File: config.mk
export PLATFORM = sky130hd
export DESIGN_NAME = check_parity_pitch_fsm
export DESIGN_NICKNAME = d
export VERILOG_FILES = /design/src/rtl/check_parity_pitch_fsm.sv
export SDC_FILE = /design/constraint.sdc
export NUM_CORES = 1
export LEC_CHECK = 0
export BUFFER_PORTS_ARGS = -buffer_cell sky130_fd_sc_hd__buf_2
export CAP_MARGIN = 5
export CORE_MARGIN = 1
export CORE_UTILIZATION = 48
export CTS_CLUSTER_SIZE = 20
export DETAILED_ROUTE_END_ITERATION = 10
export GPL_ROUTABILITY_DRIVEN = 0
export PLACE_DENSITY = 0.72
export SLEW_MARGIN = 20
export SYNTH_ARGS = -nofsm -noshare
export SYNTH_HDL_FRONTEND = slang
export SYNTH_SLANG_ARGS = --single-unit
File: constraint.sdc
create_clock -name clk -period 1.67 [get_ports clk]
set_input_delay 0.2505 -clock clk [delete_from_list [all_inputs] [get_ports clk]]
set_output_delay 0.2505 -clock clk [all_outputs]
set_load 0.05 [all_outputs]
File: src/rtl/check_parity_pitch_fsm.sv
// check_parity_pitch_fsm: decoder-side pitch parity check over pitch_index[N_BITS+1:2],
// serial one-bit-per-cycle start/done FSM; sum[0]=1 flags a bad pitch.
module check_parity_pitch_fsm #(
    parameter int N_BITS = 6
) (
    input  logic        clk,
    input  logic        reset,
    input  logic        start,
    input  logic [15:0] pitch_index,
    input  logic [15:0] parity,
    output logic        done,
    output logic        busy,
    output logic [15:0] sum
);
    localparam int CW = $clog2(N_BITS + 1);
    typedef enum logic [2:0] {S_IDLE, S_INIT, S_LOOP, S_PAR, S_DONE} state_t;
    state_t r_state, w_next;
    logic [15:0] r_pitch, r_parity, r_temp, r_acc, r_sum;
    logic [CW-1:0] r_cnt;
    logic r_done, r_busy;
    logic w_last;
    assign w_last = r_cnt == CW'(N_BITS - 1);
    assign done = r_done;
    assign busy = r_busy;
    assign sum = r_sum;
    always_ff @(posedge clk or negedge reset) begin
        if (!reset) r_state <= S_IDLE;
        else r_state <= w_next;
    end
    always_comb begin
        w_next = r_state;
        case (r_state)
            S_IDLE: w_next = start ? S_INIT : S_IDLE;
            S_INIT: w_next = S_LOOP;
            S_LOOP: w_next = w_last ? S_PAR : S_LOOP;
            S_PAR:  w_next = S_DONE;
            S_DONE: w_next = start ? S_DONE : S_IDLE;
            default: w_next = S_IDLE;
        endcase
    end
    always_ff @(posedge clk or negedge reset) begin
        if (!reset) begin
            r_pitch  <= '0;
            r_parity <= '0;
            r_temp   <= '0;
            r_acc    <= '0;
            r_sum    <= '0;
            r_cnt    <= '0;
            r_done   <= 1'b0;
            r_busy   <= 1'b0;
        end else begin
            case (r_state)
                S_IDLE: begin
                    if (start) begin
                        r_pitch  <= pitch_index;
                        r_parity <= parity;
                        r_busy   <= 1'b1;
                    end
                end
                S_INIT: begin
                    r_temp <= r_pitch >> 1;
                    r_acc  <= 16'd1;
                    r_cnt  <= '0;
                end
                // temp[1] is the bit that (temp >> 1) exposes at position 0
                S_LOOP: begin
                    r_temp <= r_temp >> 1;
                    r_acc  <= r_acc + {15'd0, r_temp[1]};
                    r_cnt  <= r_cnt + 1'b1;
                end
                S_PAR: begin
                    r_sum  <= (r_acc + r_parity) & 16'h0001;
                    r_done <= 1'b1;
                    r_busy <= 1'b0;
                end
                S_DONE: begin
                    if (!start) r_done <= 1'b0;
                end
                default: ;
            endcase
        end
    end
endmodule

==> metrics.txt, run 1 <==
synth-to-layout area growth 10.5%; fmax 681 MHz; Core Util, Final 0.568; H-tree Lvls 2; Hold Path Stages 2; ANT cells 0; vias in the first global route 1405; worst-path fanout max 15; status finished, final reports clean; Avg Cell Area, Syn 10.7 µm²; Worst-Skew Late Latency 0.29 ns; Hold Crit Class in -> reg; final wirelength 4020 µm; CTS Sinks 39; vias per cell 5.71; Clock Tree Buf Depth 2; die area 0.00471 mm²; R2R depth 3; Ports 53; post-route setup slack 0.202 ns; Critical Path RT 1.85 ns; Post-CTS Resized 0; pin count of the biggest net entering global routing 22; RSZ-0062 raised after global routing no; P_leak 1.04 nW; Layout Skew 0.00660 ns; path type of the worst setup path reg -> reg; worst reg2reg path startpoint r_state[1]$_DFF_PN0_; DR iter-0 viols 100; Total GRT Usage 0.197; Clk Tree Root Cell clkbuf_8; multi-input logic area 970 µm²; Setup Total Neg Slack 0 ns; residual DRC count 0; Final Hold Viols 0; hold path start pitch_index[2]; clock slew at reported path FFs 0.08 ns; FF+latch count, synth 39; iteration count of the initial detailed-routing pass 4; routed via count 1552; Synth cell types 39; fillcell total 355; die width 68.6 µm; VDD IR max 0.942 mV; Rows 23; CTS Buf Count 5; Hold Path End r_pitch[2]$_DFFE_PN0P_; core footprint 0.00414 mm²; Finished Cell Area 0.00235 mm²; Overflow after GRT 0; Wirelength per Cell 14.8 µm; Routed Antenna Nets 0; pwr/cell area 2100 mW/mm²; Port Buffers 20; DP Wirelength 2660 µm; Die H 68.6 µm; max_cap viols 0; Max Slew Vio Count 0; Cell Area, Placed 0.00223 mm²; fin crit share 0.879; Initial Util 0.514; crit path time final 1.47 ns; Arrival @ worst endpoint 1.65 ns; Ys Warns 0; register area share after synthesis 0.458; Non-Filler Instances 272; Setup WS pre-CTS 0.212 ns; layout cell share with drive strength beyond 1 0.311; initial antenna violation count 0; Worst Setup Start Kind register; CTS tree done; cell area after synthesis 0.00213 mm²; final setup fails 0; FF-to-FF setup slack 0.20 ns; Cells after DPL 263; Final Net Count 258; register area 976 µm²; first-pass GRT wire length 6620 µm; crit end category register; r2r endpoint r_pitch[11]$_DFFE_PN0P_; synthesized instance count 200
sequential cells by signal, indices dropped and copies added (netlist names):
name      flops
r_parity      1
r_acc         1
sum           1
r_state       3
r_temp       14
r_cnt         3
r_pitch      14
done          1
busy          1
kinds of logic after synthesis:
family / synth area share
compound gates: 0.226
xor+xnor: 0.00411
fa+ha+maj: 0.0117
buf+inv: 0.112
flops: 0.458
mux: 0.102
other cells: 0.00176
simple gates: 0.0852
cell usage in the layout (no fill, tap or decap), types with 5 or more instances in the layout:
cell      instances
a21oi_1          21
buf_2            20
buf_4            10
clkbuf_8          6
conb_1           15
dfrtp_1          39
inv_1             5
mux2_2            5
mux2_4           10
nor2_1           27
o21ai_0           8
o221a_2          12
o32a_1           12
critical path: stages, from the launching register on:
cell	delay, ns
dfrtp_1	0.44
nor2_2	0.15
and3_4	0.40
mux2_2	0.37
layout make-up:
cell class | count | share of cell area
clock inverter | 2 | 0.0149
tap | 50 | 0.0266
sequential | 39 | 0.415
clock buffer | 6 | 0.0351
timing repair buffer | 32 | 0.0872
inverter | 6 | 0.00957
multi-input combinational | 137 | 0.412
cell usage after synthesis:
| library cell | count | area share |
|---|---|---|
| a211oi_1 | 1 | 0.0035 |
| o32ai_1 | 1 | 0.0041 |
| o31ai_1 | 1 | 0.0035 |
| inv_1 | 5 | 0.0088 |
| o22ai_1 | 1 | 0.0029 |
| mux2_4 | 10 | 0.070 |
| o221a_2 | 12 | 0.063 |
| o21ai_1 | 1 | 0.0023 |
| nand4bb_1 | 1 | 0.0053 |
| and2_1 | 1 | 0.0029 |
| nor2b_1 | 1 | 0.0029 |
| and3_1 | 1 | 0.0029 |
| ha_1 | 2 | 0.012 |
| a32o_1 | 1 | 0.0047 |
| nor2_1 | 27 | 0.048 |
| a22oi_1 | 2 | 0.0070 |
| nand2b_1 | 1 | 0.0029 |
| conb_1 | 1 | 0.0018 |
| buf_1 | 1 | 0.0018 |
| nor2_2 | 1 | 0.0029 |
| and3_4 | 1 | 0.0053 |
| nor3_1 | 2 | 0.0047 |
| buf_4 | 16 | 0.056 |
| dfrtp_1 | 39 | 0.46 |
| nand2_1 | 2 | 0.0035 |
| buf_2 | 10 | 0.023 |
| inv_2 | 1 | 0.0018 |
| nor4b_1 | 1 | 0.0041 |
| a31oi_1 | 1 | 0.0029 |
| a21oi_1 | 21 | 0.049 |
| o32a_1 | 12 | 0.056 |
| a21o_1 | 1 | 0.0035 |
| o21a_1 | 1 | 0.0035 |
| clkbuf_1 | 2 | 0.0035 |
| buf_6 | 3 | 0.016 |
| mux2_2 | 5 | 0.026 |
| xnor2_1 | 1 | 0.0041 |
| o21ai_0 | 8 | 0.019 |
| mux2i_1 | 1 | 0.0047 |
power breakdown:
group	total (mW)	internal (mW)	switching, mW
Clock	0.815	0.483	0.331
Combinational	2.34	1.18	1.17
Sequential	1.79	1.41	0.385
layer usage:
| layer | GRT usage | wire length (µm) | vias to the layer above |
|---|---|---|---|
| li1 | - | - | 740 |
| met1 | 0.273 | 1890 | 745 |
| met2 | 0.286 | 1820 | 60 |
| met3 | 0.0461 | 236 | 7 |
| met4 | 0.0990 | 73 | 0 |
| met5 | 0 | 0 | - |
stage by stage:
step,total power [mW],hold slack (ns)
after detailed placement,4.14,0.219
final,4.95,0.181
after floorplan,3.71,-0.0451
after global routing,5.29,0.176
after global placement,4.07,0.221
after CTS,4.97,0.172
worst max-delay path by stage:
| stage | startpoint | to | slack [ns] | depth (start not counted) |
|---|---|---|---|---|
| after floorplan | r_state[0]$_DFF_PN0_ | r_parity[0]$_DFFE_PN0P_ | 0.30 | 5 |
| after global placement | r_state[1]$_DFF_PN0_ | r_pitch[12]$_DFFE_PN0P_ | 0.21 | 3 |
| after detailed placement | r_state[1]$_DFF_PN0_ | r_pitch[11]$_DFFE_PN0P_ | 0.21 | 3 |
| after CTS | r_state[1]$_DFF_PN0_ | r_pitch[11]$_DFFE_PN0P_ | 0.19 | 3 |
| after global routing | r_state[1]$_DFF_PN0_ | r_pitch[11]$_DFFE_PN0P_ | 0.12 | 3 |
| final | r_state[1]$_DFF_PN0_ | r_pitch[11]$_DFFE_PN0P_ | 0.20 | 3 |
timing repair:
item | CTS | global route
hold buffers | 1 | 0
buffers inserted | 0 | 0
endpoints found under the hold margin | 18 | 0
Power figures use the tool's default switching activity.
==> inputs of run 2 (changes only) <==
Settings changed: CORE_ASPECT_RATIO set to 0.8.
==> run 2 against run 1 <==
Net effect: final cell count increased by 2.6%; design area increased by 0.16%; flip-flop and latch count unchanged; maximum frequency decreased by 1.1%; clock skew increased by 0.0050 ns; clock-buffer cell count decreased by 1; combinational power about the same; register-to-register slack got worse by 0.02 ns; core utilization decreased by 1.1 points; global-route usage decreased by 0.20 points; clock power decreased by 2%; critical endpoint is now r_temp[9]$_DFFE_PN0P_; largest cell class unchanged; largest power group unchanged.
==> metrics.txt, run 2 (synthesis gave the netlist of run 1 again) <==
status finished, final reports clean (unchanged); Final Hold Viols 0 (unchanged); fillcell total 367 (was 355); Comb power frac 0.479 (was 0.473); Non-Filler Instances 279 (was 272); worst reg2reg path startpoint r_state[1]$_DFF_PN0_ (unchanged); register area 976 µm² (unchanged); pwr/cell area 2100 mW/mm² (about the same); CTS Sinks 39 (unchanged); Port Buffers 20 (unchanged); H-tree Lvls 2 (unchanged); Total GRT Usage 0.195 (was 0.197); Cells after DPL 270 (was 263); Final Net Count 258 (unchanged); DR iter-0 viols 111 (was 100); Wirelength per Cell 14.9 µm (was 14.8 µm); routed via count 1557 (was 1552); residual DRC count 0 (unchanged); Int Pwr 3.03 mW (was 3.07 mW); most common cell after layout, fill and taps aside dfrtp_1 (unchanged); Rows 21 (was 23); path type of the worst setup path reg -> reg (unchanged); DP Wirelength 2670 µm (was 2660 µm); Hold Crit Class in -> reg (unchanged); die width 76.5 µm (was 68.6 µm); Critical Path RT 1.90 ns (was 1.85 ns); pin count of the biggest net entering global routing 27 (was 22); layout cell share with drive strength beyond 1 0.311 (unchanged); CTS Buf Count 5 (unchanged); fin crit share 0.889 (was 0.879); most frequent cells in the layout dfrtp_1 (39), nor2_1 (27), a21oi_1 (21) (unchanged); Layout Skew 0.0116 ns (was 0.00660 ns); Worst-Skew Late Latency 0.30 ns (was 0.29 ns); CP Launch Point r_state[1]$_DFF_PN0_ (unchanged); post-CTS setup buffers 0 (unchanged); Largest regs r_pitch x14, r_temp x14 (unchanged); core footprint 0.00423 mm² (was 0.00414 mm²); P_leak 1.04 nW (about the same); initial antenna violation count 0 (unchanged); hold path start pitch_index[3] (was pitch_index[2]); smallest hold slack 0.176 ns (was 0.181 ns); synth-to-layout area growth 10.6% (was 10.5%); Worst Setup Start Kind register (unchanged); VDD IR max 0.926 mV (was 0.942 mV); final wirelength 4150 µm (was 4020 µm); Overflow after GRT 0 (unchanged); Die H 61.6 µm (was 68.6 µm); iteration count of the initial detailed-routing pass 4 (unchanged); vias per cell 5.58 (was 5.71); Arrival @ worst endpoint 1.72 ns (was 1.65 ns); Psw 1.92 mW (was 1.88 mW); RSZ-0062 raised after global routing no (unchanged); Initial Util 0.504 (was 0.514); fmax 674 MHz (was 681 MHz); crit path time final 1.48 ns (was 1.47 ns); Max Slew Vio Count 0 (unchanged); Flop pwr share 0.359 (was 0.362); Routed Antenna Nets 0 (unchanged); worst-path fanout max 13 (was 15); first-pass GRT wire length 6880 µm (was 6620 µm); switch share 0.388 (was 0.380); clock network power share 0.162 (was 0.165); multi-input logic area 970 µm² (unchanged); CTS tree done (unchanged); Clock Tree Buf Depth 2 (unchanged); Ports 53 (unchanged); die area 0.00471 mm² (about the same); ANT cells 0 (unchanged); Clk Tree Root Cell clkbuf_8 (unchanged); crit end category register (unchanged); final setup fails 0 (unchanged); clock slew at reported path FFs 0.09 ns (was 0.08 ns); Setup Total Neg Slack 0 ns (unchanged); max_cap viols 0 (unchanged); vias in the first global route 1387 (was 1405)
==> run 2: changes by cell type in the layout (fill, tap and decap cells not counted), sizes merged <==
cell and change:
clkbuf -1, clkinv +1
==> run 2: critical path: stages (launching register included) <==
cell	delay, ns
dfrtp_1	0.43
buf_4	0.19
nand2_1	0.38
o32a_1	0.24
o221a_2	0.17
==> run 2: timing repair <==
item,CTS,global route
resized for setup,0,0
hold endpoints to repair,17,0
hold buffers,1,0
==> run 2: area by class of cell <==
cell class | count | share of cell area
Clock buffer | 5 | 0.0292
Clock inverter | 3 | 0.0186
Inverter | 6 | 0.00955
Multi-Input combinational cell | 137 | 0.411
Sequential cell | 39 | 0.414
Tap cell | 57 | 0.0303
Timing Repair Buffer | 32 | 0.0870
==> run 2: layer usage <==
layer  up-vias  routed length, µm  GRT usage
met5         -                  0          0
met4         0                 65     0.0879
met3         7                156     0.0504
met2        36               1870      0.295
met1       766               2060      0.268
li1        748                  -          -
==> run 2: worst paths after layout <==
path / to / slack [ns] / depth (start not counted)
worst max register to register: r_temp[9]$_DFFE_PN0P_ / 0.19 / 4
max in group asynchronous: r_pitch[13]$_DFFE_PN0P_ / 0.79 / 3
worst max-delay path: r_temp[9]$_DFFE_PN0P_ / 0.19 / 4
min in group asynchronous: r_temp[1]$_DFFE_PN0P_ / 0.42 / 2
worst min register to register: r_pitch[12]$_DFFE_PN0P_ / 0.52 / 1
worst min-delay path: r_pitch[3]$_DFFE_PN0P_ / 0.18 / 2
==> run 2: metrics by stage <==
step | power (mW) | utilization | worst slack (ns) | area [µm²]
2_1_floorplan | 3.71 | - | 0.295 | 2180
3_3_place_gp | 4.08 | 0.528 | 0.220 | 2230
3_5_place_dp | 4.14 | 0.528 | 0.218 | 2230
4_1_cts | 4.96 | 0.557 | 0.185 | 2360
5_1_grt | 5.29 | 0.557 | 0.101 | 2360
6_report | 4.94 | 0.557 | 0.186 | 2360
==> run 2: power groups by stage <==
stage	clock network (mW)	logic (mW)	registers [mW]
after global placement	0	2.31	1.77
after global routing	0.851	2.61	1.83
final	0.801	2.37	1.77
after CTS	0.813	2.37	1.77
after floorplan	0	1.94	1.78
after detailed placement	0	2.36	1.78
